**src/rtl/beta_muldiv.sv**
```systemverilog
// beta_muldiv: iterative radix-2 multiply / divide / remainder unit.
// One shift-add (multiply) or restoring shift-subtract (divide) step per clock.
// The core starts an operation with a start strobe and stalls until done.
//
// Ports:
//   clk     system clock, rising edge
//   reset   synchronous, active-high; aborts any operation in flight
//   start   request strobe, accepted only while busy=0
//   op      00 MUL (low half), 01 MULH (high half), 10 DIV, 11 REM
//   sgn     1 = two's-complement operands, 0 = unsigned
//   a, b    multiplicand/dividend, multiplier/divisor
//   busy    operation in flight (RUN or FIX)
//   done    one-cycle pulse, result valid from this cycle
//   result  last completed result, held until the next done
//   dz      divide-by-zero flag of the last operation, held with result
module beta_muldiv #(
    parameter int WIDTH = 32,
    parameter int CW    = 6
) (
    input  logic             clk,
    input  logic             reset,
    input  logic             start,
    input  logic [1:0]       op,
    input  logic             sgn,
    input  logic [WIDTH-1:0] a,
    input  logic [WIDTH-1:0] b,
    output logic             busy,
    output logic             done,
    output logic [WIDTH-1:0] result,
    output logic             dz
);

    typedef enum logic [1:0] {IDLE, RUN, FIX, DONE} state_t;

    localparam logic [CW-1:0] LAST = CW'(WIDTH);

    state_t           state_q, state_d;
    logic [CW-1:0]    cnt_q, cnt_d;
    logic [1:0]       op_q, op_d;
    logic             neg_a_q, neg_a_d;   // dividend / multiplicand negative (sgn=1 only)
    logic             neg_b_q, neg_b_d;
    logic [WIDTH-1:0] m_q, m_d;           // |b|: multiplicand or divisor
    logic [WIDTH-1:0] hi_q, hi_d;         // product high half / partial remainder
    logic [WIDTH-1:0] lo_q, lo_d;         // multiplier -> product low half / dividend -> quotient
    logic [WIDTH-1:0] result_q, result_d;
    logic             dz_q, dz_d;

    // Magnitudes are formed one bit wider so the most-negative value
    // negates to exactly 2^(WIDTH-1).
    logic [WIDTH:0]     a_ext, b_ext, a_abs, b_abs;
    logic [WIDTH:0]     sum, trial;
    logic [WIDTH-1:0]   diff, q_s, r_s;
    logic [2*WIDTH-1:0] prod_s;
    logic               unused_abs;

    assign a_ext = sgn ? {a[WIDTH-1], a} : {1'b0, a};
    assign b_ext = sgn ? {b[WIDTH-1], b} : {1'b0, b};
    assign a_abs = a_ext[WIDTH] ? -a_ext : a_ext;
    assign b_abs = b_ext[WIDTH] ? -b_ext : b_ext;
    assign unused_abs = a_abs[WIDTH] ^ b_abs[WIDTH];

    // Multiply step: conditionally add, then shift {carry,hi,lo} right.
    assign sum   = {1'b0, hi_q} + (lo_q[0] ? {1'b0, m_q} : '0);
    // Divide step: shift next dividend bit into the partial remainder.
    // The remainder stays below the divisor, so the difference fits WIDTH bits.
    assign trial = {hi_q, lo_q[WIDTH-1]};
    assign diff  = trial[WIDTH-1:0] - m_q;

    assign prod_s = (neg_a_q ^ neg_b_q) ? -{hi_q, lo_q} : {hi_q, lo_q};
    assign q_s    = (neg_a_q ^ neg_b_q) ? -lo_q : lo_q;
    // Negating |a| restores a itself, which also gives the divide-by-zero remainder.
    assign r_s    = neg_a_q ? -hi_q : hi_q;

    always_comb begin
        state_d  = state_q;
        cnt_d    = cnt_q;
        op_d     = op_q;
        neg_a_d  = neg_a_q;
        neg_b_d  = neg_b_q;
        m_d      = m_q;
        hi_d     = hi_q;
        lo_d     = lo_q;
        result_d = result_q;
        dz_d     = dz_q;
        case (state_q)
            IDLE, DONE: begin
                if (start) begin
                    op_d    = op;
                    neg_a_d = a_ext[WIDTH];
                    neg_b_d = b_ext[WIDTH];
                    lo_d    = a_abs[WIDTH-1:0];
                    m_d     = b_abs[WIDTH-1:0];
                    hi_d    = '0;
                    cnt_d   = '0;
                    state_d = RUN;
                end else begin
                    state_d = IDLE;
                end
            end
            RUN: begin
                if (cnt_q == LAST) begin
                    state_d = FIX;
                end else begin
                    cnt_d = cnt_q + CW'(1);
                    if (!op_q[1]) begin
                        {hi_d, lo_d} = {sum, lo_q[WIDTH-1:1]};
                    end else if (trial >= {1'b0, m_q}) begin
                        hi_d = diff;
                        lo_d = {lo_q[WIDTH-2:0], 1'b1};
                    end else begin
                        hi_d = trial[WIDTH-1:0];
                        lo_d = {lo_q[WIDTH-2:0], 1'b0};
                    end
                end
            end
            FIX: begin
                dz_d = op_q[1] && (m_q == '0);
                case (op_q)
                    2'b00:   result_d = prod_s[WIDTH-1:0];
                    2'b01:   result_d = prod_s[2*WIDTH-1:WIDTH];
                    2'b10:   result_d = dz_d ? '1 : q_s;
                    default: result_d = r_s;
                endcase
                state_d = DONE;
            end
            default: state_d = IDLE;
        endcase
    end

    always_ff @(posedge clk) begin
        if (reset) begin
            state_q  <= IDLE;
            cnt_q    <= '0;
            op_q     <= '0;
            neg_a_q  <= 1'b0;
            neg_b_q  <= 1'b0;
            m_q      <= '0;
            hi_q     <= '0;
            lo_q     <= '0;
            result_q <= '0;
            dz_q     <= 1'b0;
        end else begin
            state_q  <= state_d;
            cnt_q    <= cnt_d;
            op_q     <= op_d;
            neg_a_q  <= neg_a_d;
            neg_b_q  <= neg_b_d;
            m_q      <= m_d;
            hi_q     <= hi_d;
            lo_q     <= lo_d;
            result_q <= result_d;
            dz_q     <= dz_d;
        end
    end

    assign busy   = (state_q == RUN) || (state_q == FIX);
    assign done   = (state_q == DONE);
    assign result = result_q;
    assign dz     = dz_q;

endmodule

```
**config.mk**
```make
export PLATFORM = sky130hd
export DESIGN_NAME = beta_muldiv
export DESIGN_NICKNAME = d
export VERILOG_FILES = /design/src/rtl/beta_muldiv.sv
export SDC_FILE = /design/constraint.sdc
export NUM_CORES = 1
export LEC_CHECK = 0
export CORE_UTILIZATION = 49
export DETAILED_ROUTE_END_ITERATION = 10
export GPL_ROUTABILITY_DRIVEN = 0
export PLACE_DENSITY = 0.69
export SETUP_SLACK_MARGIN = 0.02
export SLEW_MARGIN = 20
export SYNTH_ARGS = -nofsm -noshare
export SYNTH_HDL_FRONTEND = slang
export SYNTH_SLANG_ARGS = --single-unit
```
**constraint.sdc**
```tcl
create_clock -name clk -period 3.8 [get_ports clk]
set_clock_uncertainty 0.15 [all_clocks]
set_input_delay 0.57 -clock clk [delete_from_list [all_inputs] [get_ports clk]]
set_output_delay 0.57 -clock clk [all_outputs]
set_load 0.02 [all_outputs]
```
==> impl_metrics.csv, run 1 <==
group,metric,value,unit
hold_path,hold_class,"reg2reg",
detailed_routing,routed.top_layer,"met4",
sta,min_period,3.66,ns
clock_network,cts_hold_buf,0,
yosys,syn-num-nets,1912,
sta,fmax,273,MHz
detailed_routing,vias,13700,
cells_and_area,instances_no_fill,2220,
sta,setup_violations,0,
yosys,synthArstFlopShare,0,%
detailed_routing,drc,0,
clock_network,ctsRootBufferMaster,"clkbuf_16",
detailed_routing,drt_iter0_drc,1204,
yosys,synth_edf_count,0,
floorplan,dieArea,27100,um2
cells_and_area,nets,2018,
power_and_ir_drop,p_int,0.00518,W
yosys,postSynthCellCount,1767,
floorplan,start_util,49.9,%
outcome,status,"finished clean",
clock_network,cts_buffers,17,
detailed_routing,via_per_inst,6.17,
placement,numPortBuffers,104,
sta,min_period_over_period,96.4,%
power_and_ir_drop,p_clk_share,20.1,%
placement,dp_cells,2189,
cells_and_area,drive_gt1_share,9.12,%
critical_path,cp_slowest_cell,"o21ai_0",
run,cap_violations,0,
yosys,ys_ff_latch,141,
sta,slew_violations,0,
power_and_ir_drop,swShare,46.4,%
cells_and_area,fillers,2427,
sta,setup_tns,0,ns
placement,detailed_place_hpwl,32.1,mm
cells_and_area,diodes,0,
grt,grt_first_pass_wirelength,66.8,mm
detailed_routing,first_pass_iters,5,
detailed_routing,route.met2.wl,17.8,mm
sta,rsz0062_at_grt,"no",
detailed_routing,ant_nets,0,
yosys,ys.flop_type,"dfxtp_1",
clock_network,max-clock-path-buffers,2,
yosys,postSynthAreaPerCell,7.33,um2
yosys,synthDistinctLibCells,84,
sta,final_hold_viol_count,0,
critical_path,worstPathRequired,3.97,ns
power_and_ir_drop,peakVddDrop,340,uV
floorplan,pin_count,105,
critical_path,path_class,"reg2reg",
critical_path,path_cells,"inv_1 -> buf_4 -> nor2_1 -> ha_1 -> buf_4 -> a21oi_1 -> nand2_1 -> o21ai_0 -> buf_4 -> o32ai_1 -> buf_4 -> o21ai_0 -> o21ai_0 -> xor2_1 -> o21ai_0 -> a21oi_1",
power_and_ir_drop,seq_power_share,24.1,%
detailed_routing,wirelength,41.9,mm
grt,grt_usage,31.2,%
detailed_routing,wl_met1,19.2,mm
clock_network,worstSkewPairLatency,0.44,ns
detailed_routing,wl_met3,3.49,mm
clock_network,clkSlewWorstSetupHoldPaths,0.07,ns
clock_network,cts.htree.levels,4,
power_and_ir_drop,power_switching,0.00450,W
critical_path,path_max_fanout,16,
clock_network,cts_setup_buffers,0,
critical_path,cp-end-kind,"register",
grt,gr-total-overflow,0,
grt,grt_pass1_vias,12600,
detailed_routing,routedWlPerCell,18.9,um
yosys,netlist_area,13000,um2
power_and_ir_drop,comb_power_share,55.8,%
grt,antenna_found_initial,0,
power_and_ir_drop,p_per_area,629,nW/um2
critical_path,max_stage_delay,0.41,ns
clock_network,cts_tree,"yes",
floorplan,die_x,165,um
yosys,ys.warnings.count,0,
sta,tightest_slew,1.01,ns
yosys,seq_area_frac_synth,21.8,%
critical_path,crit_path_start_kind,"register",
power_and_ir_drop,leakage,5.94,nW
cells_and_area,area_growth,18.8,%
floorplan,die_h,165,um
critical_path,crit_arrival,3.83,ns
sta,slew_headroom,32.5,%
floorplan,coreArea,26000,um2
grt,grt_start_max_net_pins,63,
floorplan,rows,59,
clock_network,clock_sinks,141,
==> sequential cells by signal, summed over array words and instances, names as in the netlist <==
signal,flops
lo_q,32
state_q,2
result,32
m_q,32
hi_q,32
neg_b_q,1
neg_a_q,1
dz,1
op_q,2
cnt_q,6
==> final cells by class <==
class	count	area [um2]	share of cell area (%)
multi-input combinational	1452	9490	61.7
sequential	141	2820	18.3
timing repair buffer	201	1770	11.5
clock buffer	18	429	2.79
tap	335	419	2.72
clock inverter	13	236	1.54
inverter	60	225	1.46
==> what timing repair did <==
action                                  in CTS  in global routing
resized for setup                            0                  2
endpoints found under the setup margin       0                  4
hold endpoints to repair                     0                  0
==> worst max-delay path: cells and delay by family, from the launching register on <==
family                     cells  cell delay [ns]
AOI/OAI and AO/OA              7             1.50
xor gates and xnor gates       1             0.18
adders and majority gates      1             0.26
buffers and inverters          5             0.84
DFF                            1             0.39
and+or+nand+nor                2             0.23
==> metrics by stage <==
stage	util [%]	setup slack (ns)	total power, W	hold slack, ns	area, um2
3_5_place_dp	56.7	0.166	0.00761	0.288	14700
2_1_floorplan	-	0.581	0.00594	0.295	13000
4_1_cts	59.2	0.147	0.00957	0.304	15400
6_report	59.2	0.136	0.00968	0.304	15400
5_1_grt	59.2	0.0319	0.0103	0.324	15400
3_3_place_gp	56.7	0.176	0.00754	0.285	14700
==> power groups by stage <==
stage	combinational (W)	sequential [W]	clock [W]
after floorplan	0.00368	0.00226	0
after global placement	0.00521	0.00233	0
after detailed placement	0.00526	0.00235	0
after CTS	0.00529	0.00232	0.00196
after global routing	0.00590	0.00238	0.00203
final	0.00540	0.00233	0.00195
==> kinds of logic (layout without fill, tap and decap cells) <==
logic type	count (synthesis)	count (layout)	synth area share (%)
xor+xnor	185	185	12.5
mux	35	35	2.75
buf+inv	174	292	5.13
flops	141	141	21.8
compound gates	549	549	28.0
fa+ha+maj	75	75	7.36
simple gates	608	608	22.5
==> metal layers <==
metal / GRT usage, % / up-vias
met1: 44.7 / 6399
met4: 10.6 / 0
met2: 47.0 / 591
met5: 0 / -
met3: 5.05 / 87
li1: - / 6628
==> layout by cell type (no fill, tap or decap), drive strengths merged, types with 22 or more instances in the layout <==
cell and count:
nor2 202, nand2 188, a21oi 142, dfxtp 141, o21ai 120, clkdlybuf4s50 103, buf 98, xnor2 94
xor2 91, ha 73, inv 63, a211oi 53, nand3 36, nor3 31, mux2i 30, o211ai 29
a21o 28, nor4 26, a31oi 23, o31ai 22
==> worst paths after layout <==
kind / slack, ns / cells past startpoint / from / endpoint
max: 0.14 / 16 / lo_q[0] / hi_q[28]
min: 0.30 / 1 / result[29] / result[29]
max reg2reg: 0.14 / 16 / lo_q[0] / hi_q[28]
min reg2reg: 0.30 / 1 / result[29] / result[29]
==> Yosys cell counts, drive strengths merged (9+ instances only) <==
master  instances  area share [%]
buf            15            0.50
clkbuf         99             2.9
and2           12            0.58
or4            10            0.67
a21o           28             1.6
nand4          15            0.77
nor2          202             5.9
or3            19            0.97
o21ai         120             4.6
a22o            9            0.61
nor3           31             1.2
o211ai         29             1.7
and3            9            0.43
a22oi          14            0.81
o21a           11            0.64
dfxtp         141              22
inv            59             1.7
o31ai          22             1.3
a221oi         21             1.4
nand2         188             5.4
xnor2          94             6.4
a211oi         53             3.1
a31oi          23             1.1
ha             73             7.1
xor2           91             6.2
a21oi         142             5.5
nand3          36             1.5
o41ai          12             1.2
nand2b         20            0.97
nor4           26             1.4
mux2i          30             2.3
Note: power is estimated with default switching activity, not from simulation.
==> run 2, diff against run 1 <==
==> config.mk (replaced) <==
export PLATFORM = sky130hd
export DESIGN_NAME = beta_muldiv
export DESIGN_NICKNAME = d
export VERILOG_FILES = /design/src/rtl/beta_muldiv.sv
export SDC_FILE = /design/constraint.sdc
export NUM_CORES = 1
export LEC_CHECK = 0
export CORE_UTILIZATION = 60
export DETAILED_ROUTE_END_ITERATION = 10
export GPL_ROUTABILITY_DRIVEN = 0
export PLACE_DENSITY = 0.82
export SETUP_SLACK_MARGIN = 0.02
export SLEW_MARGIN = 5
export SYNTH_ARGS = -nofsm -noshare
export SYNTH_HDL_FRONTEND = slang
export SYNTH_SLANG_ARGS = --single-unit
==> impl_metrics.csv, run 2 (synthesis results as in run 1) <==
group,metric,value,unit
hold_path,min_from,"result[15]",
sta,slew_headroom,29.4,%
clock_network,cts_tree,"yes",
power_and_ir_drop,leakage,5.77,nW
detailed_routing,routedWlPerCell,19.2,um
sta,rsz0062_at_grt,"yes",
clock_network,ctsRootBufferMaster,"clkbuf_16",
floorplan,die_x,149,um
grt,gr-total-overflow,0,
sta,tightest_slew,1.06,ns
sta,fmax,276,MHz
critical_path,crit_path_start_kind,"register",
floorplan,die_h,149,um
cells_and_area,final_common_cell,"nor2_1",
power_and_ir_drop,p_per_area,620,nW/um2
sta,setup_tns,0,ns
clock_network,max-clock-path-buffers,2,
sta,slew_violations,0,
hold_path,hold_class,"reg2reg",
hold_path,hold_depth,1,
detailed_routing,vias,14100,
critical_path,r2r_slack,0.18,ns
cells_and_area,area_growth,16.0,%
detailed_routing,drt_iter0_drc,1414,
clock_network,cts_setup_buffers,0,
cells_and_area,nets,1992,
detailed_routing,wirelength,41.1,mm
sta,final_hold_viol_count,0,
power_and_ir_drop,peakVddDrop,442,uV
clock_network,clkSlewWorstSetupHoldPaths,0.06,ns
critical_path,reg2regPathDepth,13,
grt,grt_pass1_vias,12500,
cells_and_area,final_cell_mix,"nor2_1 (200), nand2_1 (188), a21oi_1 (142)",
grt,antenna_found_initial,0,
run,cap_violations,0,
cells_and_area,fin_util,71.3,%
sta,min_period,3.62,ns
cells_and_area,drive_gt1_share,7.86,%
floorplan,start_util,61.4,%
hold_path,worstHoldEndpoint,"result[15]",
detailed_routing,ant_nets,0,
floorplan,pin_count,105,
critical_path,r2r_start,"m_q[1]",
cells_and_area,seqCellArea,2820,um2
grt,grt_start_max_net_pins,65,
cells_and_area,fillers,1771,
grt,grt_usage,36.6,%
detailed_routing,first_pass_iters,6,
cells_and_area,multiInputGateArea,9490,um2
outcome,status,"finished clean",
floorplan,rows,53,
placement,numPortBuffers,104,
placement,detailed_place_hpwl,30.7,mm
detailed_routing,drc,0,
critical_path,worstPathRequired,3.94,ns
critical_path,reg2reg_to,"hi_q[8]",
clock_network,clock_sinks,141,
critical_path,path_max_fanout,15,
critical_path,crit_arrival,3.75,ns
grt,grt_first_pass_wirelength,64.5,mm
floorplan,dieArea,22200,um2
sta,min_period_over_period,95.2,%
clock_network,cts_buffers,17,
critical_path,path_class,"reg2reg",
sta,setup_violations,0,
clock_network,worstSkewPairLatency,0.44,ns
floorplan,coreArea,21100,um2
detailed_routing,via_per_inst,6.62,
critical_path,cp-end-kind,"register",
clock_network,cts.htree.levels,4,
[run 2: area by class of cell]
class                      count  area share (%)
sequential                   141            18.8
inverter                      60            1.50
tap                          275            2.29
clock inverter                10           0.616
timing repair buffer         175            10.5
antenna                        1          0.0167
multi-input combinational   1452            63.1
clock buffer                  20            3.11
[run 2: worst max-delay path by stage]
stage	depth (start not counted)	endpoint	startpoint	slack, ns
after global placement	9	m_q[30]	b[8]	0.20
after detailed placement	9	m_q[30]	b[8]	0.07
after floorplan	13	hi_q[30]	lo_q[0]	0.58
after global routing	15	hi_q[30]	lo_q[0]	0.01
after CTS	11	lo_q[0]	m_q[19]	0.23
final	13	hi_q[8]	m_q[1]	0.18
[run 2: routing by layer]
layer,vias to the layer above,wire [um],GRT usage (%),part of all wire (%)
li1,6570,-,-,-
met5,-,0,0,0
met3,114,4380,6.70,11
met4,0,1680,15.8,4.1
met1,6577,17200,50.2,42
met2,876,17900,55.8,43
[run 2: where the power goes]
| group | switching [W] | total [W] | internal, W |
|---|---|---|---|
| Sequential | 0.000485 | 0.00235 | 0.00186 |
| Combinational | 0.00330 | 0.00533 | 0.00203 |
| Clock | 0.000692 | 0.00164 | 0.000944 |
[run 2: per-stage QoR]
stage,setup slack [ns],power (W),hold slack (ns),area [um2],instances
6_report,0.182,0.00932,0.300,15000,2134
5_1_grt,0.0129,0.00983,0.326,15000,2133
4_1_cts,0.228,0.00914,0.304,15000,2133
3_5_place_dp,0.0683,0.00749,0.290,14500,2103
3_3_place_gp,0.197,0.00738,0.287,14500,2103
2_1_floorplan,0.581,0.00594,0.295,13000,1767
[run 2: critical path: stages, from the launching register on]
cell       delay (ns)
dfxtp_1          0.44
inv_1            0.12
ha_1             0.32
nor2b_1          0.14
o211ai_1         0.22
a31oi_1          0.15
o21ai_1          0.50
a2111oi_1        0.20
buf_4            0.18
nor2_2           0.40
buf_4            0.32
nor2_1           0.07
a21oi_1          0.15
o21ai_0          0.10
[run 2: timing repair]
item / in CTS / in global routing
gates resized for setup: 0 / 3
endpoints found under the setup margin: 0 / 7
hold buffers: 0 / 0
